$ cat config.mk
export PLATFORM = sky130hd
export DESIGN_NAME = obuf_a_arb_flat
export DESIGN_NICKNAME = d
export VERILOG_FILES = /design/src/rtl/obuf_a_arb_pkg.sv /design/src/rtl/obuf_a_arb_if.sv /design/src/rtl/obuf_a_arb_rr_arb.sv /design/src/rtl/obuf_a_arb.sv /design/src/flat_wrapper.sv
export SDC_FILE = /design/constraint.sdc
export NUM_CORES = 1
export LEC_CHECK = 0
export BUFFER_PORTS_ARGS = -buffer_cell sky130_fd_sc_hd__buf_2
export CELL_PAD_IN_SITES_DETAIL_PLACEMENT = 1
export CELL_PAD_IN_SITES_GLOBAL_PLACEMENT = 2
export CORE_UTILIZATION = 32
export DETAILED_ROUTE_END_ITERATION = 6
export GPL_TIMING_DRIVEN = 0
export PLACE_DENSITY = 0.92
export SYNTH_ARGS = -nofsm -noshare
export SYNTH_HDL_FRONTEND = slang
export SYNTH_SLANG_ARGS = --single-unit
$ cat constraint.sdc
create_clock -name clk -period 8 [get_ports clk]
set_input_delay 1.6 -clock clk [delete_from_list [all_inputs] [get_ports clk]]
set_output_delay 1.6 -clock clk [all_outputs]
set_load 0.01 [all_outputs]
$ cat src/rtl/obuf_a_arb_pkg.sv
// Shared mesh constants for the A-channel output stage: port indices, payload layout and defaults.
package obuf_a_arb_pkg;

  localparam int unsigned N_PORT = 5;

  localparam int unsigned P_L = 0;
  localparam int unsigned P_N = 1;
  localparam int unsigned P_E = 2;
  localparam int unsigned P_S = 3;
  localparam int unsigned P_W = 4;

  localparam int unsigned MESH_PYLD_W = 17;
  localparam int unsigned OBUF_DEPTH  = 2;

  // Payload layout {qos, type, src_pos, data}, LSB first.
  localparam int unsigned DATA_LSB    = 0;
  localparam int unsigned DATA_W      = 8;
  localparam int unsigned SRC_POS_LSB = 8;
  localparam int unsigned SRC_POS_W   = 6;
  localparam int unsigned TYPE_LSB    = 14;
  localparam int unsigned TYPE_W      = 2;
  localparam int unsigned QOS_LSB     = 16;
  localparam int unsigned QOS_W       = 1;

  typedef struct packed {
    logic [QOS_W-1:0]     qos;
    logic [TYPE_W-1:0]    typ;
    logic [SRC_POS_W-1:0] src_pos;
    logic [DATA_W-1:0]    data;
  } a_pyld_t;

  // Index visited at rotation offset off after the last winner, wrapping mod n.
  function automatic int unsigned rr_idx(int unsigned last, int unsigned off, int unsigned n);
    return (last + off) % n;
  endfunction

endpackage

$ cat src/rtl/obuf_a_arb_if.sv
// Handshake bundle between the input buffers / outgoing link and the output-port arbiter stage.
interface obuf_a_arb_if #(
  parameter int unsigned PYLD_W = obuf_a_arb_pkg::MESH_PYLD_W,
  parameter int unsigned N_IN   = obuf_a_arb_pkg::N_PORT,
  parameter int unsigned DEPTH  = obuf_a_arb_pkg::OBUF_DEPTH
) ();

  logic [N_IN-1:0]          req_i;
  logic [N_IN*PYLD_W-1:0]   pyld_i;
  logic [N_IN-1:0]          gnt_o;
  logic                     obuf_rdy_o;
  logic                     link_vld_o;
  logic                     link_rdy_i;
  logic [PYLD_W-1:0]        link_pyld_o;
  logic [$clog2(DEPTH):0]   occ_o;

  modport slave (
    input  req_i, pyld_i, link_rdy_i,
    output gnt_o, obuf_rdy_o, link_vld_o, link_pyld_o, occ_o
  );

  modport master (
    output req_i, pyld_i, link_rdy_i,
    input  gnt_o, obuf_rdy_o, link_vld_o, link_pyld_o, occ_o
  );

endinterface

$ cat src/rtl/obuf_a_arb_rr_arb.sv
// Round-robin arbiter: the requester after the last winner has highest priority; the pointer
// only moves when a grant is actually issued.
module obuf_a_arb_rr_arb
  import obuf_a_arb_pkg::*;
#(
  parameter int unsigned N = N_PORT
) (
  input  logic         clk,
  input  logic         rst,
  input  logic [N-1:0] req_i,
  input  logic         en_i,
  output logic [N-1:0] gnt_o
);

  localparam int unsigned IdxW = (N > 1) ? $clog2(N) : 1;

  logic [IdxW-1:0] last_q, last_d;
  logic [IdxW-1:0] win;
  logic            found;

  always_comb begin
    found = 1'b0;
    win   = last_q;
    for (int unsigned off = 1; off <= N; off++) begin
      if (!found && req_i[rr_idx(32'(last_q), off, N)]) begin
        found = 1'b1;
        win   = IdxW'(rr_idx(32'(last_q), off, N));
      end
    end
  end

  always_comb begin
    gnt_o = '0;
    if (found && en_i) gnt_o[win] = 1'b1;
    last_d = (found && en_i) ? win : last_q;
  end

  // Reset to N-1 so input 0 is first in line.
  always_ff @(posedge clk or posedge rst) begin
    if (rst) last_q <= IdxW'(N - 1);
    else     last_q <= last_d;
  end

endmodule

$ cat src/rtl/obuf_a_arb.sv
// Output-port stage: round-robin grant over the input buffers, small FIFO, vld/rdy outgoing link.
// Readiness and grant depend only on registered occupancy, never on link_rdy_i.
module obuf_a_arb
  import obuf_a_arb_pkg::*;
#(
  parameter int unsigned PYLD_W = MESH_PYLD_W,
  parameter int unsigned N_IN   = N_PORT,
  parameter int unsigned DEPTH  = OBUF_DEPTH
) (
  input logic         clk,
  input logic         rst,
  obuf_a_arb_if.slave bus
);

  localparam int unsigned PtrW = $clog2(DEPTH);
  localparam int unsigned OccW = PtrW + 1;

  logic [PtrW-1:0]   wr_ptr_q, wr_ptr_d;
  logic [PtrW-1:0]   rd_ptr_q, rd_ptr_d;
  logic [OccW-1:0]   occ_q, occ_d;
  logic [PYLD_W-1:0] mem_q [DEPTH];
  logic [PYLD_W-1:0] mem_d [DEPTH];

  logic              full, obuf_rdy, link_vld, push, pop;
  logic [N_IN-1:0]   gnt;
  logic [PYLD_W-1:0] sel_pyld;

  always_comb begin
    full     = (occ_q == OccW'(DEPTH));
    obuf_rdy = ~full;
    link_vld = (occ_q != '0);
    push     = |gnt;
    pop      = link_vld & bus.link_rdy_i;
  end

  obuf_a_arb_rr_arb #(
    .N(N_IN)
  ) u_rr_arb (
    .clk   (clk),
    .rst   (rst),
    .req_i (bus.req_i),
    .en_i  (obuf_rdy),
    .gnt_o (gnt)
  );

  // One-hot AND-OR select of the granted payload.
  always_comb begin
    sel_pyld = '0;
    for (int unsigned k = 0; k < N_IN; k++) begin
      sel_pyld = sel_pyld | (bus.pyld_i[k*PYLD_W +: PYLD_W] & {PYLD_W{gnt[k]}});
    end
  end

  always_comb begin
    mem_d    = mem_q;
    wr_ptr_d = wr_ptr_q;
    rd_ptr_d = rd_ptr_q;
    occ_d    = occ_q;
    if (push) begin
      mem_d[wr_ptr_q] = sel_pyld;
      wr_ptr_d        = wr_ptr_q + PtrW'(1);
    end
    if (pop) rd_ptr_d = rd_ptr_q + PtrW'(1);
    unique case ({push, pop})
      2'b10:   occ_d = occ_q + OccW'(1);
      2'b01:   occ_d = occ_q - OccW'(1);
      default: occ_d = occ_q;
    endcase
  end

  always_ff @(posedge clk or posedge rst) begin
    if (rst) begin
      wr_ptr_q <= '0;
      rd_ptr_q <= '0;
      occ_q    <= '0;
      for (int unsigned i = 0; i < DEPTH; i++) mem_q[i] <= '0;
    end else begin
      wr_ptr_q <= wr_ptr_d;
      rd_ptr_q <= rd_ptr_d;
      occ_q    <= occ_d;
      mem_q    <= mem_d;
    end
  end

  assign bus.gnt_o       = gnt;
  assign bus.obuf_rdy_o  = obuf_rdy;
  assign bus.link_vld_o  = link_vld;
  assign bus.link_pyld_o = mem_q[rd_ptr_q];
  assign bus.occ_o       = occ_q;

endmodule

$ cat src/flat_wrapper.sv
// flat-port wrapper written by rule: the top's interface ports become plain ports
module obuf_a_arb_flat import obuf_a_arb_pkg::*;
#(
  parameter int unsigned PYLD_W = MESH_PYLD_W,
  parameter int unsigned N_IN   = N_PORT,
  parameter int unsigned DEPTH  = OBUF_DEPTH
)
  (clk, rst, bus_req_i, bus_pyld_i, bus_link_rdy_i, bus_gnt_o, bus_obuf_rdy_o, bus_link_vld_o, bus_link_pyld_o, bus_occ_o);
  obuf_a_arb_if #(.PYLD_W(PYLD_W), .N_IN(N_IN), .DEPTH(DEPTH)) bus_i ();
  input logic clk;
  input logic rst;
  input wire logic [$bits(bus_i.req_i)-1:0] bus_req_i;
  input wire logic [$bits(bus_i.pyld_i)-1:0] bus_pyld_i;
  input wire logic [$bits(bus_i.link_rdy_i)-1:0] bus_link_rdy_i;
  output wire logic [$bits(bus_i.gnt_o)-1:0] bus_gnt_o;
  output wire logic [$bits(bus_i.obuf_rdy_o)-1:0] bus_obuf_rdy_o;
  output wire logic [$bits(bus_i.link_vld_o)-1:0] bus_link_vld_o;
  output wire logic [$bits(bus_i.link_pyld_o)-1:0] bus_link_pyld_o;
  output wire logic [$bits(bus_i.occ_o)-1:0] bus_occ_o;
  assign bus_i.req_i = bus_req_i;
  assign bus_i.pyld_i = bus_pyld_i;
  assign bus_i.link_rdy_i = bus_link_rdy_i;
  assign bus_gnt_o = bus_i.gnt_o;
  assign bus_obuf_rdy_o = bus_i.obuf_rdy_o;
  assign bus_link_vld_o = bus_i.link_vld_o;
  assign bus_link_pyld_o = bus_i.link_pyld_o;
  assign bus_occ_o = bus_i.occ_o;
  obuf_a_arb #(.PYLD_W(PYLD_W), .N_IN(N_IN), .DEPTH(DEPTH)) u_core (.clk(clk), .rst(rst), .bus(bus_i));
endmodule
-- Yosys cells after proc, flatten, opt, wreduce, memory -nomap -nowiden
Cells that the tools add are included.
- add/sub/neg operators: 9
- div/mod/pow operators: 5
- magnitude comparators: 10
- eq/ne operators: 3
- multiplexer cells: 30
- bitwise gates (word level): 13
- reduce and logical (&&, ||, !) cells: 14
- operators with widths (operator ; count):
    $lt 32x4->1 const B ; 5
    $mod 32x3->32 const B ; 5
    $and 17x17->17 ; 5
    $mux 17 ; 4
    $or 17x17->17 ; 4
    $bwmux 34 ; 1
    $demux 17 s1 ; 1
    $bmux 1 s3 ; 5
    $mux 3 ; 5
    $mux 1 ; 11
    $add 3x2->4 const B ; 2
    $add 3x3->4 const B ; 2
    $logic_and 1x1->1 ; 7
    $mux 5 ; 1
    $reduce_or 5->1 ; 1
    $add 3x1->4 const B ; 1
    $eq 2x2->1 const B ; 2
    $ge 2x2->1 const B ; 2
    $logic_not 1->1 ; 4
    $lt 3x4->1 const B ; 1
    $not 1->2 ; 2
    $pmux 2 s2 ; 1
    $reduce_bool 2->1 ; 2
    $demux 1 s3 ; 1
    8 further kinds ; 9
- register bits after elaboration: 41
- input port bits: 93
- logic and storage cells: 90

-- Longest topological paths before layout
- depth after elaboration: 28
- gate-level depth with buffers: 26
- depth with buffers taken out: 21

-- Hierarchy
Synthesis repeated with hierarchy kept, for this count alone.
- cells, all modules: 433
- area total of the unflattened synthesis: 4262.8 um^2
- by module, submodules not included (module ; times used ; cells each ; area each (um^2) ; sequential area each (um^2)):
    obuf_a_arb ; 1 ; 170 ; 2194.6 ; 950.9
    obuf_a_arb_rr_arb ; 1 ; 263 ; 2068.2 ; 76.3

-- Least setup slack after synthesis
OpenSTA, ideal clock, no wires.
- kind: reg-to-output
- start point: reg u_core.u_rr_arb.last_q[0]
- end point: out bus_gnt_o[0]
- data arrival time: 6.195 ns
- required time: 6.400 ns
- slack: 0.205 ns
- stages on the path, launching flop included: 24
- cells stage by stage: dfrtp_1 buf_2 buf_1 inv_1 clkbuf_1 ha_1 clkbuf_1 inv_1 ha_1 nor2_1 a211o_1 and2_1 inv_1 ha_1 nor2b_1 o41ai_2 mux2_2 a311o_2 a311oi_4 a211o_1 nand2_2 buf_4 buf_6 nor4_1
- word-level cells in the longest chain between the ends: 22
- elaborated cells on any way between the ends: 45
- classes of those cells: add/sub: 5; div: 5; order compare: 2; mux: 23; reduce/logical: 10
- RTL lines (what ; RTL line ; RTL):
    start: declaration ; obuf_a_arb_rr_arb.sv:17 ; logic [IdxW-1:0] last_q, last_d;
    start signal: assignment ; obuf_a_arb_rr_arb.sv:40 ; if (rst) last_q <= IdxW'(N - 1);
    start signal: assignment ; obuf_a_arb_rr_arb.sv:41 ; else last_q <= last_d;
    $add 3x1->4 ; obuf_a_arb_pkg.sv:34 ; return (last + off) % n;
    $mod 32x3->32 ; obuf_a_arb_pkg.sv:34 ;
    $bmux 1 s3 ; obuf_a_arb_rr_arb.sv:25 ; if (!found && req_i[rr_idx(32'(last_q), off, N)]) begin
    $mux 1 (not written as such) ; obuf_a_arb_rr_arb.sv:25 ;
    $mux 1 ; obuf_a_arb_rr_arb.sv:25 ;
    $logic_not 1->1 ; obuf_a_arb_rr_arb.sv:25 ;
    $logic_and 1x1->1 ; obuf_a_arb_rr_arb.sv:25 ;
    $mux 1 ; obuf_a_arb_rr_arb.sv:25 ;
    (+6 left out) ; n/a ;
    $logic_not 1->1 ; obuf_a_arb_rr_arb.sv:25 ;
    $logic_and 1x1->1 ; obuf_a_arb_rr_arb.sv:25 ;
    $mux 3 ; obuf_a_arb_rr_arb.sv:25 ;
    $lt 3x4->1 (not written as such) or $ge 3x1->1 (tied branches) ; obuf_a_arb_rr_arb.sv:34 ; if (found && en_i) gnt_o[win] = 1'b1;
    $logic_and 1x1->1 (not written as such) ; obuf_a_arb_rr_arb.sv:34 ;
    $mux 1 (not written as such) ; obuf_a_arb_rr_arb.sv:34 ;
    $demux 1 s3 ; obuf_a_arb_rr_arb.sv:34 ;
    $mux 5 (*) ; obuf_a_arb_rr_arb.sv:34 ;
    end: declaration ; flat_wrapper.sv:15 ; output wire logic [$bits(bus_i.gnt_o)-1:0] bus_gnt_o;
Mark *: on every way between the ends. The rest lies on a longest branch, timed or not. The select of a mux whose other input is x is not followed.

-- Worst setup path after layout
- start point: reg u_core.u_rr_arb.last_q[1]
- end point: out bus_gnt_o[0]
Same word-level chain as after synthesis.

==> key figures <==
Place
  • Number of port buffers: 117
  • Setup Slack @ Placement: -1630 ps
  • Post-Place Cell Area: 5490 um^2
  • Dpl hpwl: 13.1 mm
  • Gpl congestion: 0.872

Synthesis
  • Syn Nets: 650
  • Largest family of logic cells by synthesized area: compound AO/OA/AOI/OAI gates
  • Top cells by area, synth: dfrtp_1 (21%), ha_1 (8.3%), mux2i_1 (6.0%), mux2_2 (5.8%), a21oi_1 (3.9%)
  • Xor and xnor area share after synthesis: 3.00%
  • Seq cells post-synth: 41
  • Multiplexer share of the synthesized area: 15.1%
  • Async SR Flop Fraction: 100%
  • Avg Inst Size Synth: 8.91 um^2
  • Synth Warn #: 0
  • Dominant cell type by area after synthesis: dfrtp_1
  • Simple-Gate Fraction of Synth Area: 18.7%
  • Seq/Total Area, Yosys: 22.0%
  • Synth Area in Compound Gates: 26.9%
  • Mapped Area: 4680 um^2
  • Number of synthesized flops with an enable pin: 0
  • Ys flop type: dfrtp_1
  • Post-synthesis adder-cell area fraction: 8.72%
  • Yosys top cell area share: 21.4%
  • Cells after synthesis: 525
  • Distinct cells, synth: 89

STA
  • Setup-failing EPs final: 0
  • Final period utilization: 97.0%
  • Slew Viols, Final: 0
  • Skew final: 6.85 ps
  • Fmax: 0.129 GHz
  • Slew HR: 40.3%
  • Worst slew pin tran: 894 ps
  • Setup TNS: 0 ps
  • Worst Setup Slack, final: 242 ps
  • Fin. Hold Viols: 0
  • Post-layout minimum cycle time: 7760 ps

Floorplan
  • Site row count: 43
  • Die area: 15100 um^2
  • Die span in x: 123 um
  • Initial Utilization: 33.3%
  • # IOs: 119
  • Die Height: 123 um
  • Core area: 14000 um^2

Cells and area
  • Area Growth Syn to Fin: 23.8%
  • Register Area: 1030 um^2
  • Area of the multi-input gates: 3440 um^2
  • Cell area after layout: 5790 um^2
  • Fraction of layout cells with a size suffix above 1: 34.2%
  • Fillers: 1680
  • Most common cell after layout, fill and taps aside: buf_2
  • Nets: 779
  • Most frequent cells in the layout: buf_2 (124), nor2_1 (43), dfrtp_1 (39)
  • Ant. Diodes: 0

Clock network
  • Hold-fix buffers at CTS: 0
  • CTS Buf Count: 5
  • Clk slew on worst S/H paths: 60 ps
  • Clock Path Buffers: 2
  • Clk sink count: 41
  • Clk_lat worst skew: 290 ps
  • CTS root buf: clkbuf_16
  • H-Tree Depth: 2
  • TritonCTS clock tree: yes

Global route
  • First-pass GRT wire length: 27.0 mm
  • Largest net degree at the start of global routing: 42
  • GRT Util Overall: 22.9%
  • Gr ovfl total: 0
  • Initial antenna violation count: 0
  • Number of global-route vias before repair: 5220

Detailed routing
  • Vias: 4831
  • Vias per cell: 5.79
  • Antenna-violating nets left: 0
  • WL final: 16.9 mm
  • DR pass1 iterations: 4
  • Starting DRT DRC Count: 214
  • WL/cell: 20.3 um
  • DR DRC count: 0

Outcome
  • Outcome: completed

Setup path
  • Slowest CP cell: dfrtp_1
  • Crit path buf inv count: 9
  • Top delay family on crit path: compound AO/OA/AOI/OAI gates
  • Worst EP arrival: 6160 ps
  • Crit. End Element: output port
  • Crit-path max FO: 10
  • CP required: 6400 ps
  • Most frequent CP cell: buf_4
  • Critical path's largest stage delay: 610 ps
  • Startpoint class of the critical path: register
  • Critical path class: register to output port
  • CP cell instances: clkinvlp_4 -> buf_4 -> ha_2 -> buf_4 -> inv_2 -> ha_2 -> nor2_1 -> a211o_1 -> and2_1 -> inv_1 -> ha_1 -> nor2b_1 -> o41ai_4 -> mux2_2 -> a311o_2 -> a311oi_4 -> buf_4 -> a211o_4 -> nand2_4 -> buf_4 -> buf_6 -> nor4_1 -> buf_2

Hold path
  • Hold Crit Class: register to register

Flow run
  • Max-cap viol count: 0
-- cell type report --
cell class,instances,area share [%]
well taps,180,3.89
repair buffers,123,10.9
inverters,31,2.08
clock buffers,7,2.46
clock inverters,1,0.519
plain buffers,28,2.88
multi-input cells,424,59.5
flip-flops and latches,41,17.8
-- stage by stage --
step	hold slack, ps	utilization, %	instances
floorplan	450	-	525
global placement	469	39.1	822
detailed placement	491	39.1	822
CTS	510	41.0	834
global route	538	41.2	835
finish	513	41.2	835
-- cells by family (layout without fill, tap and decap cells) --
| logic type | after synthesis | after routing |
|---|---|---|
| muxes | 60 | 60 |
| adders and majority gates | 32 | 32 |
| xor gates and xnor gates | 13 | 13 |
| DFF | 41 | 41 |
| buffers and inverters | 60 | 190 |
| and+or+nand+nor | 166 | 166 |
| AOI/OAI and AO/OA | 153 | 153 |
-- routing by layer --
metal  up-vias  wire (um)  track usage (%)
met5         -          0                0
met1      2401       7310             29.5
met3        36        718             2.51
li1       2247          -                -
met2       147       8430             39.3
met4         0        472             8.23
-- cell usage after synthesis, types with 5 or more instances --
library cell,n
a21o_1,10
a21oi_1,36
a221o_1,5
a31oi_1,6
and2_1,7
and3_1,19
buf_2,8
clkbuf_1,14
dfrtp_1,40
ha_1,31
inv_1,30
mux2_2,24
mux2i_1,28
mux4_2,5
nand2_1,32
nand2b_1,7
nand3_1,11
nand4_1,8
nor2_1,44
nor2b_1,5
nor3_1,5
o211ai_1,5
o21ai_0,9
o221ai_1,18
o32ai_1,7
xnor2_1,8
-- state kept, by name, summed over array words and instances (netlist names) --
| register | cells |
|---|---|
| u_core.mem_q | 34 |
| u_core.u_rr_arb.last_q | 3 |
| u_core.bus.occ_o | 2 |
| u_core.rd_ptr_q | 1 |
| u_core.wr_ptr_q | 1 |
-- final timing paths --
path	start	end	slack, ps	depth (start not counted)
worst max-delay path	u_core.u_rr_arb.last_q[1]	bus_gnt_o[0]	240	23
worst min-delay path	u_core.mem_q[7]	u_core.mem_q[7]	510	2
worst max register to register	u_core.u_rr_arb.last_q[1]	u_core.mem_q[15]	1650	22
worst min register to register	u_core.mem_q[7]	u_core.mem_q[7]	510	2
max in group asynchronous	rst	u_core.u_rr_arb.last_q[0]	5870	2
min in group asynchronous	rst	u_core.mem_q[17]	1500	2
-- tightest hold or removal path, stage by stage (launching register included) --
cell	delay, ps
dfrtp_1	340
a21oi_1	70
o221ai_1	60
-- timing repair --
action | in CTS | in global routing
pin swaps | 2 | 1
setup endpoints to repair | 41 | 4
setup buffers | 4 | 2
resized for setup | 17 | 10
Power is left out: the tool's default activity adds up to more than one toggle a clock period on the data nets, which glitch-free logic cannot reach.
